[config.mk]
export PLATFORM = sky130hd
export DESIGN_NAME = cycle_step_ctrl
export DESIGN_NICKNAME = d
export VERILOG_FILES = /design/src/rtl/cycle_step_pkg.sv /design/src/rtl/step_debounce.sv /design/src/rtl/cycle_step_ctrl.sv
export SDC_FILE = /design/constraint.sdc
export NUM_CORES = 1
export LEC_CHECK = 0
export CORE_MARGIN = 2
export CORE_UTILIZATION = 50
export DETAILED_ROUTE_END_ITERATION = 8
export PLACE_DENSITY = 0.76
export SETUP_SLACK_MARGIN = 0.1
export SYNTH_ARGS = -nofsm -noshare
export SYNTH_HDL_FRONTEND = slang
export SYNTH_HIERARCHICAL = 1
export SYNTH_SLANG_ARGS = --single-unit
[constraint.sdc]
create_clock -name clk -period 6.12 [get_ports clk]
set_clock_uncertainty 0.2 [all_clocks]
set_input_delay 0.612 -clock clk [delete_from_list [all_inputs] [get_ports clk]]
set_output_delay 0.612 -clock clk [all_outputs]
set_load 0.005 [all_outputs]
[src/rtl/cycle_step_pkg.sv]
// Shared types for the procesadorArm clock-enable controller.
// The BREAK state exists only when STEP_BREAKPOINT_EN is defined.
package cycle_step_pkg;

    localparam int CYC_CNT_W = 32;

    typedef enum logic [1:0] {
        MODE_HALT  = 2'b00,
        MODE_RUN   = 2'b01,
        MODE_STEP  = 2'b10,
        MODE_BURST = 2'b11
    } mode_e;

    typedef enum logic [2:0] {
        ST_IDLE,
        ST_RUN,
        ST_STEP,
        ST_BURST
`ifdef STEP_BREAKPOINT_EN
        ,
        ST_BREAK
`endif
    } state_e;

    // Resting state for a mode when no burst or breakpoint holds the FSM.
    function automatic state_e idle_state(input mode_e m);
        case (m)
            MODE_RUN:  return ST_RUN;
            MODE_STEP: return ST_STEP;
            default:   return ST_IDLE;
        endcase
    endfunction

endpackage

[src/rtl/step_debounce.sv]
// Step button conditioning: 2-flop synchronizer, stable-sample debouncer and
// a one-cycle pulse on each rising edge of the debounced level.
module step_debounce
    import cycle_step_pkg::*;
#(
    parameter int DEBOUNCE_CYC = 4
) (
    input  logic clk,
    input  logic rst,
    input  logic btn_raw,
    output logic step_pulse
);

    localparam int CW = $clog2(DEBOUNCE_CYC + 1);

    logic          sync1_q;
    logic          sync2_q;
    logic          level_q;
    logic          level_d;
    logic [CW-1:0] cnt_q;
    logic [CW-1:0] cnt_d;
    logic [CW-1:0] cnt_inc;
    logic          pulse_q;
    logic          pulse_d;

    // The count only advances while the synchronized sample disagrees with the
    // accepted level; any agreeing sample (a bounce) drops it back to zero.
    always_comb begin
        level_d = level_q;
        cnt_d   = '0;
        cnt_inc = cnt_q + CW'(1);
        if (sync2_q != level_q) begin
            if (cnt_inc == CW'(DEBOUNCE_CYC)) begin
                level_d = sync2_q;
            end else begin
                cnt_d = cnt_inc;
            end
        end
        pulse_d = level_d & ~level_q;
    end

    always_ff @(posedge clk) begin
        if (rst) begin
            sync1_q <= 1'b0;
            sync2_q <= 1'b0;
            level_q <= 1'b0;
            cnt_q   <= '0;
            pulse_q <= 1'b0;
        end else begin
            sync1_q <= btn_raw;
            sync2_q <= sync1_q;
            level_q <= level_d;
            cnt_q   <= cnt_d;
            pulse_q <= pulse_d;
        end
    end

    assign step_pulse = pulse_q;

endmodule

[src/rtl/cycle_step_ctrl.sv]
// Clock-enable controller: halt, free-run, debounced single-step and N-cycle burst.
// Define STEP_BREAKPOINT_EN to add the pc/bp_addr breakpoint and sticky bp_hit.
module cycle_step_ctrl
    import cycle_step_pkg::*;
#(
    parameter int CNT_W        = 16,
    parameter int DEBOUNCE_CYC = 4,
    parameter int PC_W         = 32
) (
    input  logic                 clk,
    input  logic                 rst,
    input  logic [1:0]           mode,
    input  logic                 step_btn,
    input  logic [CNT_W-1:0]     burst_len,
    input  logic                 start,
`ifdef STEP_BREAKPOINT_EN
    input  logic [PC_W-1:0]      pc,
    input  logic [PC_W-1:0]      bp_addr,
    input  logic                 bp_valid,
    output logic                 bp_hit,
`endif
    output logic                 cpu_en,
    output logic                 busy,
    output logic                 done,
    output logic [CYC_CNT_W-1:0] cycle_count
);

    mode_e                mode_s;
    mode_e                mode_q;
    mode_e                mode_d;
    state_e               state_q;
    state_e               state_d;
    logic                 cpu_en_q;
    logic                 cpu_en_d;
    logic                 busy_q;
    logic                 busy_d;
    logic                 done_q;
    logic                 done_d;
    logic [CNT_W-1:0]     rem_q;
    logic [CNT_W-1:0]     rem_d;
    logic [CYC_CNT_W-1:0] cyc_q;
    logic [CYC_CNT_W-1:0] cyc_d;
    logic                 step_pulse;
`ifdef STEP_BREAKPOINT_EN
    logic                 bp_hit_q;
    logic                 bp_hit_d;
`endif

    assign mode_s = mode_e'(mode);

    step_debounce #(
        .DEBOUNCE_CYC(DEBOUNCE_CYC)
    ) u_debounce (
        .clk       (clk),
        .rst       (rst),
        .btn_raw   (step_btn),
        .step_pulse(step_pulse)
    );

    // A burst launches only if BURST was already the mode on the previous
    // edge, so a start arriving together with the mode switch is dropped.
    always_comb begin
        state_d  = idle_state(mode_s);
        mode_d   = mode_s;
        cpu_en_d = 1'b0;
        busy_d   = 1'b0;
        done_d   = 1'b0;
        rem_d    = rem_q;
        cyc_d    = cyc_q + CYC_CNT_W'(cpu_en_q);
`ifdef STEP_BREAKPOINT_EN
        bp_hit_d = bp_hit_q;
`endif
        case (state_q)
            ST_BURST: begin
                if (mode_s == MODE_BURST) begin
                    if (rem_q == '0) begin
                        done_d = 1'b1;
                    end else begin
                        rem_d    = rem_q - CNT_W'(1);
                        cpu_en_d = 1'b1;
                        busy_d   = 1'b1;
                        state_d  = ST_BURST;
                    end
                end
            end
`ifdef STEP_BREAKPOINT_EN
            ST_BREAK: begin
                if (mode_s == MODE_HALT) begin
                    bp_hit_d = 1'b0;
                end else begin
                    state_d = ST_BREAK;
                end
            end
`endif
            default: begin
                case (mode_s)
                    MODE_RUN:  cpu_en_d = 1'b1;
                    MODE_STEP: cpu_en_d = step_pulse;
                    MODE_BURST: begin
                        if (start && (mode_q == MODE_BURST)) begin
                            if (burst_len == '0) begin
                                done_d = 1'b1;
                            end else begin
                                rem_d    = burst_len - CNT_W'(1);
                                cpu_en_d = 1'b1;
                                busy_d   = 1'b1;
                                state_d  = ST_BURST;
                            end
                        end
                    end
                    default: ;
                endcase
            end
        endcase
`ifdef STEP_BREAKPOINT_EN
        // A hit on an executed cycle overrides every other outcome, including a pending done.
        if (cpu_en_q && bp_valid && (pc == bp_addr)) begin
            state_d  = ST_BREAK;
            cpu_en_d = 1'b0;
            busy_d   = 1'b0;
            done_d   = 1'b0;
            bp_hit_d = 1'b1;
        end
`endif
    end

    always_ff @(posedge clk) begin
        if (rst) begin
            state_q  <= ST_IDLE;
            mode_q   <= MODE_HALT;
            cpu_en_q <= 1'b0;
            busy_q   <= 1'b0;
            done_q   <= 1'b0;
            rem_q    <= '0;
            cyc_q    <= '0;
`ifdef STEP_BREAKPOINT_EN
            bp_hit_q <= 1'b0;
`endif
        end else begin
            state_q  <= state_d;
            mode_q   <= mode_d;
            cpu_en_q <= cpu_en_d;
            busy_q   <= busy_d;
            done_q   <= done_d;
            rem_q    <= rem_d;
            cyc_q    <= cyc_d;
`ifdef STEP_BREAKPOINT_EN
            bp_hit_q <= bp_hit_d;
`endif
        end
    end

    assign cpu_en      = cpu_en_q;
    assign busy        = busy_q;
    assign done        = done_q;
    assign cycle_count = cyc_q;
`ifdef STEP_BREAKPOINT_EN
    assign bp_hit      = bp_hit_q;
`endif

endmodule

==> results by group, run 1 <==
Die
  – Die area: 7360 um2
  – Initial Util: 0.521
  – Io pins: 57
  – Core box area: between 6000 and 7000 um2
  – Site row count: 29
  – Die Span X: 85.8 um
  – Die Span Y: 85.8 um

Power and ir drop
  – Power per standard cell area: ~200 nW/um2
  – Worst VDD drop: ~0.15 mV
  – Total Power: 829 uW
  – Leak: 1.46 nW

Critical path
  – Worst R2R Path Depth: 6
  – CP max-delay cell: and2_1
  – Flop-to-flop setup slack: 2870 ps
  – Critical R2R Capture: rem_q[12]
  – Worst EP required: between 6000 and 7000 ps
  – Critical Path End: rem_q[12]
  – Crit-path cells: and2_1 -> o221ai_1 -> nor4_2 -> and3b_1 -> a21oi_1 -> a31oi_1
  – Startpoint types: flip-flop
  – RR Startpoint: state_q[1]
  – Max Fanout on Critical Path: 24
  – Worst Setup SP: state_q[1]
  – CP Class: reg -> reg
  – Worst EP arrival: ~3200 ps
  – Critical path capture point type: flip-flop
  – CP max stage delay: a little under 800 ps

STA
  – Max Freq: ~310 MHz
  – Final hold viol count: 0
  – Fin. max-slew vios: 0
  – Minimum clock period: 3250 ps
  – Setup Viol. Count Final: 0
  – Relative max-transition margin: 0.315
  – Final setup TNS: 0 ps
  – RSZ-0062 raised after global routing: no
  – Final period util: 0.532
  – Final hold slack: 240 ps
  – Final worst slack: ~2900 ps
  – Worst Tran Pin Value: just over 1000 ps

Logic synthesis
  – Syn Area/Cell: 8.43 um2
  – Yosys reg bits: 62
  – Synth area leader: dfxtp_1
  – Commonest cells in the netlist: dfxtp_1 (62), nor2_1 (56), nand2_1 (37)
  – Async S/R FF share, synth: 0
  – Predominant post-synthesis flop cell: dfxtp_1
  – Yosys top cell area share: 0.371
  – Synth top area cells: dfxtp_1 (37%), nor2_1 (6.3%), xor2_1 (5.0%)
  – Synth unique cells: 60
  – Post-synth EDFFs: 0
  – Synth Warn #: 6
  – Count leader, synth: dfxtp_1
  – Sequential area share after synthesis: 0.371
  – Post-Synthesis Net Count: 424
  – Post-Synthesis Cells: between 300 and 400
  – Mapped Area: ~3300 um2

CTS
  – Reg clk slew, reported paths: approximately 70 ps
  – Hold Buf Count CTS: 0
  – Worst-Skew Late Latency: 340 ps
  – Postcts setup bufs: 0
  – Clock Tree Root: clkbuf_8
  – CTS Buffer Depth: 2
  – Total CTS buffers: 9
  – Post-cts sizing count: 0
  – CTS tree: yes
  – Clock sinks: between 60 and 70
  – CTS H-Tree Depth: 3

Placed design
  – Post-DP HPWL: approximately 5600 um
  – Port Buf Inserts: 56
  – Post-Place Setup Slack: 2850 ps
  – Placer Congestion: 0.966
  – Area after DPL: approximately 4000 um2

Run status
  – Outcome: complete, but fails checks
  – Failing checks: design-rule violations

Finish
  – Post-route cell area: 4110 um2
  – # fillers: 530
  – Ant diodes: 0
  – Synthesis-to-layout area growth: 22.8%
  – Layout cells sized above 1: 0.0754
  – Layout Nets: approximately 470

Global routing
  – First-pass GRT wire length: 13300 um
  – Vias in the first global route: between 2k and 3k
  – Tot GR Track Use: 0.226
  – Gr ovfl total: 0
  – Initial antenna violation count: 0
  – Largest net degree at the start of global routing: 58

Min path
  – Hold Path Class: reg -> reg
  – Worst hold stages: 1

Route
  – Post-route ant nets: 0
  – DR vias: slightly above 3k
  – DRC Markers: 3
  – Via/cell ratio: between 5 and 6
  – Final WL: ~8000 um
  – DRT iter0 DRCs: 237
  – WL/cell: ~15 um
  – Drt pass-1 iters: 7

Flow run
  – Max Cap Viol: 0
-- state kept, by name (all words and copies together), names as in the netlist, 2 cells and up --
signal	cells
state_q	2
mode_q	2
u_debounce/cnt_q	3
rem_q	16
cycle_count	32
-- stage by stage --
step | utilization | std cells
floorplan | - | 397
global placement | 0.609 | 513
detailed placement | 0.609 | 513
CTS | 0.640 | 528
global route | 0.640 | 528
finish | 0.640 | 528
-- cell type report --
| type | instances | area [um2] | share of cell area |
|---|---|---|---|
| multi-input combinational | 311 | 1990 | 0.484 |
| clock buffer | 12 | 155 | 0.0378 |
| clock inverter | 3 | 43.8 | 0.0107 |
| timing repair buffer | 57 | 563 | 0.137 |
| tap | 77 | 96.3 | 0.0234 |
| sequential | 62 | 1240 | 0.302 |
| inverter | 6 | 22.5 | 0.00548 |
-- logic make-up (layout without fill, tap and decap cells) --
logic type	after synthesis	count (layout)	share of synthesized area
buffers and inverters	24	78	0.0352
and+or+nand+nor	187	187	0.310
xor gates and xnor gates	35	35	0.0916
DFF	62	62	0.371
adders and majority gates	5	5	0.0187
muxes	8	8	0.0247
AOI/OAI and AO/OA	76	76	0.148
-- critical path: cells and delay by family, from the launching register on --
family	cells	cell delay, ps
compound gates	3	710
flops	1	630
simple gates	3	1550
-- worst min-delay path by stage --
stage,start,slack (ps),end
6_report,u_debounce/sync1_q,240,u_debounce/sync2_q
5_1_grt,u_debounce/sync1_q,260,u_debounce/sync2_q
4_1_cts,u_debounce/sync1_q,240,u_debounce/sync2_q
3_5_place_dp,u_debounce/sync1_q,230,u_debounce/sync2_q
3_3_place_gp,u_debounce/sync1_q,220,u_debounce/sync2_q
2_1_floorplan,u_debounce/sync1_q,210,u_debounce/sync2_q
-- power breakdown --
part           internal [mW]  switching, mW  leakage (nW)  total (mW)
combinational         0.0256         0.0302         0.853      0.0558
clock                  0.208          0.155         0.102       0.363
sequential             0.407        0.00400         0.501       0.411
total                  0.641          0.189          1.46       0.829
-- routing by layer --
| layer | part of all wire | GRT usage |
|---|---|---|
| met2 | 0.48 | 0.368 |
| met3 | 0.047 | 0.0356 |
| met1 | 0.45 | 0.298 |
| met5 | 0 | 0 |
| met4 | 0.020 | 0.0938 |
-- layout by cell type (no fill, tap or decap), types with 7 or more instances in the layout --
cell	n
clkdlybuf4s50_1	55
xor2_1	19
a21oi_1	24
nor2_1	56
nor3_1	7
clkbuf_8	11
xnor2_1	16
nor2b_1	7
nand3_1	19
nand2_1	37
a211oi_1	7
o21ai_0	15
a31oi_1	8
dfxtp_1	62
Power figures use the tool's default switching activity.
==> inputs of run 2 (changes only) <==
CORE_UTILIZATION = 48   (was 50)
clock period = 2.75 ns   (was 6.12 ns; I/O delays follow)
==> run 2 against run 1 <==
First-iteration DRC count is 0.42% higher. Final cell count is 4.2% higher. Via count is 2.2% higher. Register-to-register slack worse by 2500 ps. Global-route usage is 0.52 points lower. The flow now finishes without violations. Clock power is 89% higher. Core utilization is 1.4 points lower. Non-clock buffer count is 18 higher. Die area is 4.0% higher.
==> results by group, run 2 (synthesized netlist as in run 1, its figures left out) <==
Critical path
  – Critical path capture point type: flip-flop
  – Worst EP arrival: 2360 ps (-870 ps)
  – Critical R2R Capture: rem_q[6]
  – CP Class: reg -> reg
  – RR Startpoint: state_q[1]
  – Flop-to-flop setup slack: 390 ps (-2480 ps)
  – Startpoint types: flip-flop
  – Max Fanout on Critical Path: 9 (-63%)
  – Worst R2R Path Depth: 6 (unchanged)
  – Worst EP required: 2740 ps (-3350 ps)

Finish
  – Layout cells sized above 1: 0.119 (+0.0438)
  – Commonest non-fill, non-tap cell in the layout: dfxtp_1
  – Max FFs per register: 32 (unchanged)
  – Ant diodes: 0 (unchanged)
  – Synthesis-to-layout area growth: 26.4%
  – Commonest cells after routing, fill and taps aside: dfxtp_1 (60), nor2_1 (56), clkdlybuf4s50_1 (55)
  – Layout Nets: 492 (+3.8%)
  – Final design utilization: 0.626 (-0.0139)

Power and ir drop
  – Sequential power share: 0.526 (+0.031)
  – Worst VDD drop: 0.245 mV (+64%)
  – Clock power share: 0.395 (-0.042)
  – Cell internal pwr: 1.29 mW (+100%)
  – Comb pwr share: 0.079 (+0.012)
  – P_sw: 440 uW (+130%)
  – Leak: 1.54 nW (+5.8%)
  – Sw frac: 0.254 (+0.0261)
  – Power per standard cell area: 410 nW/um2 (+100%)

Route
  – DRT iter0 DRCs: 238 (+0.42%)
  – Drt pass-1 iters: 5 (-2)
  – DR vias: 3153 (+2.2%)
  – WL/cell: 14.8 um (-1.6%)
  – Final WL: 8120 um (+2.5%)
  – DRC Markers: 0 (-3)
  – Post-route ant nets: 0 (unchanged)
  – Via/cell ratio: 5.73 (-1.9%)

Die
  – Die Span Y: 87.5 um (+2.0%)
  – Initial Util: 0.495 (-0.0258)
  – Core box area: 6760 um2 (+5.2%)
  – Die area: 7650 um2 (+4.0%)
  – Io pins: 57 (unchanged)
  – Site row count: 30 (+3.4%)
  – Die Span X: 87.5 um (+2.0%)

Min path
  – Worst hold stages: 1 (unchanged)
  – Hold wc startpoint: u_debounce/sync1_q
  – Hold Path Class: reg -> reg
  – Hold path endpoint: u_debounce/sync2_q

Global routing
  – Largest net degree at the start of global routing: 37 (-36%)
  – First-pass GRT wire length: 13300 um (+0.26%)
  – Tot GR Track Use: 0.220 (-0.00521)
  – Vias in the first global route: 2831 (+1.0%)
  – Gr ovfl total: 0 (unchanged)
  – Initial antenna violation count: 0 (unchanged)

STA
  – Final hold viol count: 0 (unchanged)
  – Max Freq: 423 MHz (+38%)
  – RSZ-0062 raised after global routing: no
  – Relative max-transition margin: 0.551 (+0.236)
  – Worst Tran Pin Value: 673 ps (-354 ps)
  – Final period util: 0.859 (+0.328)
  – Final setup TNS: 0 ps (unchanged)
  – Minimum clock period: 2360 ps (-891 ps)
  – Fin. max-slew vios: 0 (unchanged)
  – Setup Viol. Count Final: 0 (unchanged)

CTS
  – Total CTS buffers: 9 (unchanged)
  – CTS tree: yes
  – Clock sinks: 62 (unchanged)
  – CTS H-Tree Depth: 3 (unchanged)
  – Postcts setup bufs: 0 (unchanged)
  – Worst-Skew Late Latency: 340 ps (about the same)
  – Reg clk slew, reported paths: 70 ps (about the same)
  – CTS Buffer Depth: 2 (unchanged)
  – Clock Tree Root: clkbuf_8

Placed design
  – Placer Congestion: 0.934 (-3.3%)
  – Port Buf Inserts: 56 (unchanged)
  – Post-DP HPWL: 5810 um (+4.2%)

Flow run
  – Max Cap Viol: 0 (unchanged)

Run status
  – Outcome: finished clean
run 2: cell types whose count changed in the layout (fill, tap and decap cells not counted), sizes merged:
| cell | delta |
|---|---|
| buf | +18 |
| bufinv | -1 |
| clkbuf | -2 |
| clkinv | +2 |
| clkinvlp | +2 |
run 2: routing by layer:
| metal | global-route usage | up-vias | routed length, um |
|---|---|---|---|
| li1 | - | 1550 | - |
| met1 | 0.286 | 1464 | 3620 |
| met5 | 0 | - | 0 |
| met3 | 0.0379 | 14 | 407 |
| met4 | 0.0937 | 0 | 140 |
| met2 | 0.360 | 125 | 3950 |
run 2: worst max path at each step:
stage	from	endpoint	slack [ps]	cells after the start
3_3_place_gp	burst_len[3]	rem_q[9]	140	7
2_1_floorplan	state_q[0]	rem_q[10]	120	9
3_5_place_dp	burst_len[3]	rem_q[9]	120	7
6_report	state_q[1]	rem_q[6]	390	6
4_1_cts	state_q[0]	rem_q[12]	240	10
5_1_grt	cpu_en	cycle_count[30]	180	8
run 2: power groups by stage:
stage | clock [mW] | combinational [mW] | sequential, mW
finish | 0.685 | 0.138 | 0.913
global route | 0.750 | 0.149 | 0.913
CTS | 0.698 | 0.135 | 0.912
detailed placement | 0 | 0.134 | 0.933
global placement | 0 | 0.132 | 0.933
floorplan | 0 | 0.0663 | 0.929
run 2: layout make-up:
| type | instances | area (um2) |
|---|---|---|
| Clock buffer | 10 | 128 |
| Clock inverter | 6 | 38.8 |
| Fill cell | 570 | 2530 |
| Inverter | 6 | 22.5 |
| Multi-Input combinational cell | 311 | 2000 |
| Sequential cell | 62 | 1240 |
| Tap cell | 80 | 100 |
| Timing Repair Buffer | 75 | 698 |
run 2: through the flow:
step / setup WS [ps] / hold slack (ps) / std cells / area, um2 / power (mW)
final: 387 / 255 / 550 / 4230 / 1.73
after global routing: 185 / 281 / 550 / 4230 / 1.81
after CTS: 240 / 253 / 550 / 4220 / 1.75
after detailed placement: 118 / 238 / 534 / 4050 / 1.07
after global placement: 136 / 219 / 534 / 4050 / 1.07
after floorplan: 120 / 147 / 397 / 3350 / 0.996
run 2: repair_timing:
action                                  4_1_cts  5_1_grt
hold buffers                                  0        0
endpoints found under the hold margin         0        0
gates resized for setup                       0        4
endpoints found under the setup margin        0        5
run 2: worst max-delay path, stage by stage (launching register included):
cell and delay, ps:
dfxtp_2 430, and2_1 370, o221ai_1 350, nor2_1 270, mux2_2 360, a32oi_1 150, a21oi_1 90
==> inputs of run 3 (changes only) <==
PLACE_DENSITY = default   (was 0.76)
PLACE_DENSITY_LB_ADDON = 0.2   (was default)
SLEW_MARGIN = 0   (was default)
==> run 3 against run 2 <==
Sequential power is essentially flat. Die area is the same. Critical endpoint is now rem_q[8]. Critical path type unchanged. Wire length shrank 0.78%.
==> results by group, run 3 (synthesized netlist as in run 1, its figures left out) <==
Run status
  – Outcome: finished clean

Die
  – Initial Util: 0.495 (unchanged)
  – Site row count: 30 (unchanged)
  – Die Span X: 87.5 um (unchanged)
  – Die Span Y: 87.5 um (unchanged)
  – Die area: 7650 um2 (unchanged)
  – Io pins: 57 (unchanged)
  – Core box area: 6760 um2 (unchanged)

Finish
  – Multi-input logic area: 2000 um2 (+0.13%)
  – Final design utilization: 0.635 (+0.00944)
  – # fillers: 584 (+2.5%)
  – Synthesis-to-layout area growth: 28.3%
  – Ant diodes: 0 (unchanged)
  – Max FFs per register: 32 (unchanged)
  – Final Non-Filler Cells: 550 (unchanged)
  – Commonest non-fill, non-tap cell in the layout: dfxtp_1
  – Layout cells sized above 1: 0.121 (+0.00213)
  – Register Area: 1240 um2 (-0.10%)
  – Commonest cells after routing, fill and taps aside: dfxtp_1 (61), nor2_1 (55), clkdlybuf4s50_1 (55)
  – Post-route cell area: 4290 um2 (+1.5%)
  – Layout Nets: 492 (unchanged)

Global routing
  – Vias in the first global route: 2995 (+5.8%)
  – Initial antenna violation count: 0 (unchanged)
  – Global-route met1 utilization: 0.277 (-0.00945)
  – GR peak layer: met2
  – Tot GR Track Use: 0.223 (+0.00259)
  – Gr ovfl total: 0 (unchanged)
  – Largest net degree at the start of global routing: 37 (unchanged)
  – First-pass GRT wire length: 13600 um (+2.2%)
  – Met2 Use GR: 0.372 (+0.0124)
  – Met3 Usage GRT: 0.0588 (+0.0209)

STA
  – Final period util: 0.885 (+0.0252)
  – Worst Tran Pin Value: 718 ps (+44.7 ps)
  – Setup Viol. Count Final: 0 (unchanged)
  – Max Freq: 411 MHz (-2.8%)
  – Relative max-transition margin: 0.521 (-0.0298)
  – Final hold viol count: 0 (unchanged)
  – Fin. max-slew vios: 0 (unchanged)
  – Final setup TNS: 0 ps (unchanged)
  – Minimum clock period: 2430 ps (+69.3 ps)
  – RSZ-0062 raised after global routing: no

Critical path
  – Max Fanout on Critical Path: 24 (+15)
  – CP Buf/Inv Count: 1 (+1)
  – Critical path capture point type: flip-flop
  – CP Class: reg -> reg
  – Worst EP arrival: 2500 ps (+140 ps)
  – Worst EP required: 2820 ps (+80 ps)
  – RR Startpoint: state_q[1]
  – Startpoint types: flip-flop
  – CP max-delay cell: dfxtp_1
  – Worst R2R Path Depth: 6 (unchanged)
  – Critical R2R Capture: rem_q[8]
  – Worst path top cell family by delay: simple AND/OR/NAND/NOR gates
  – Flop-to-flop setup slack: 320 ps (-70 ps)
  – CP max stage delay: 480 ps (+50 ps)
  – Crit-path cells: nand2_1 -> buf_4 -> a211oi_2 -> nor2_4 -> or3_1 -> a31oi_1

Min path
  – Hold path endpoint: u_debounce/sync2_q
  – Worst hold stages: 1 (unchanged)
  – Hold wc startpoint: u_debounce/sync1_q
  – Hold Path Class: reg -> reg

CTS
  – Clock sinks: 62 (unchanged)
  – Total CTS buffers: 9 (unchanged)
  – Reg clk slew, reported paths: 80 ps (about the same)
  – CTS tree: yes
  – Post-cts sizing count: 0 (unchanged)
  – CTS H-Tree Depth: 3 (unchanged)
  – Worst-Skew Late Latency: 340 ps (about the same)
  – Hold Buf Count CTS: 0 (unchanged)
  – Clock Tree Root: clkbuf_8
  – Postcts setup bufs: 0 (unchanged)
  – CTS Buffer Depth: 2 (unchanged)

Power and ir drop
  – Power per standard cell area: 460 nW/um2 (+12%)
  – Worst VDD drop: 0.325 mV (+33%)
  – Leak: 1.57 nW (+2.0%)

Placed design
  – Placer Congestion: 0.962 (+3.0%)
  – Port Buf Inserts: 56 (unchanged)
  – Dpl cells: 534 (unchanged)
  – Area after DPL: 4050 um2 (unchanged)
  – Post-DP HPWL: 5810 um (about the same)

Route
  – DRT iter0 DRCs: 172 (-28%)
  – WL/cell: 14.6 um (-0.78%)
  – Via/cell ratio: 5.69 (-0.82%)
  – Final WL: 8060 um (-0.78%)
  – Post-route ant nets: 0 (unchanged)
  – DR vias: 3127 (-0.82%)
  – DRC Markers: 0 (unchanged)
  – Drt pass-1 iters: 5 (unchanged)

Flow run
  – Max Cap Viol: 0 (unchanged)
[run 3: cell count changes in the layout (fill, tap and decap cells not counted), sizes merged]
cell and delta:
clkinv -3, inv +3, clkinvlp -1, bufinv +2, clkbuf -1
[run 3: area by class of cell]
class | instances | share of cell area
inverters | 6 | 0.00525
clock buffers | 9 | 0.0289
repair buffers | 75 | 0.163
clock inverters | 7 | 0.0245
multi-input cells | 311 | 0.466
well taps | 80 | 0.0233
flip-flops and latches | 62 | 0.289
[run 3: power breakdown]
part	internal [mW]	total [mW]	switching, mW
clock	0.524	0.927	0.403
combinational	0.0651	0.137	0.0722
sequential	0.905	0.911	0.00653
[run 3: layer usage]
metal  share of wire  wire, um
met2            0.49      3940
met4           0.014       110
met3           0.050       406
met5               0         0
met1            0.45      3600
[run 3: how the worst max path moves through the flow]
stage / start / to / slack, ps / cells after the start
2_1_floorplan: state_q[0] / rem_q[10] / 120 / 9
3_3_place_gp: burst_len[2] / rem_q[13] / 190 / 8
3_5_place_dp: burst_len[2] / rem_q[13] / 140 / 8
4_1_cts: state_q[0] / rem_q[10] / 250 / 7
5_1_grt: state_q[1] / rem_q[12] / 190 / 9
6_report: state_q[1] / rem_q[8] / 320 / 6
[run 3: metrics by stage]
stage                     hold slack (ps)  worst slack (ps)  total power, mW
after floorplan                       147               120            0.996
after global placement                220               193             1.06
final                                 252               318             1.98
after detailed placement              239               139             1.07
after CTS                             258               246             1.99
after global routing                  275               190             2.06
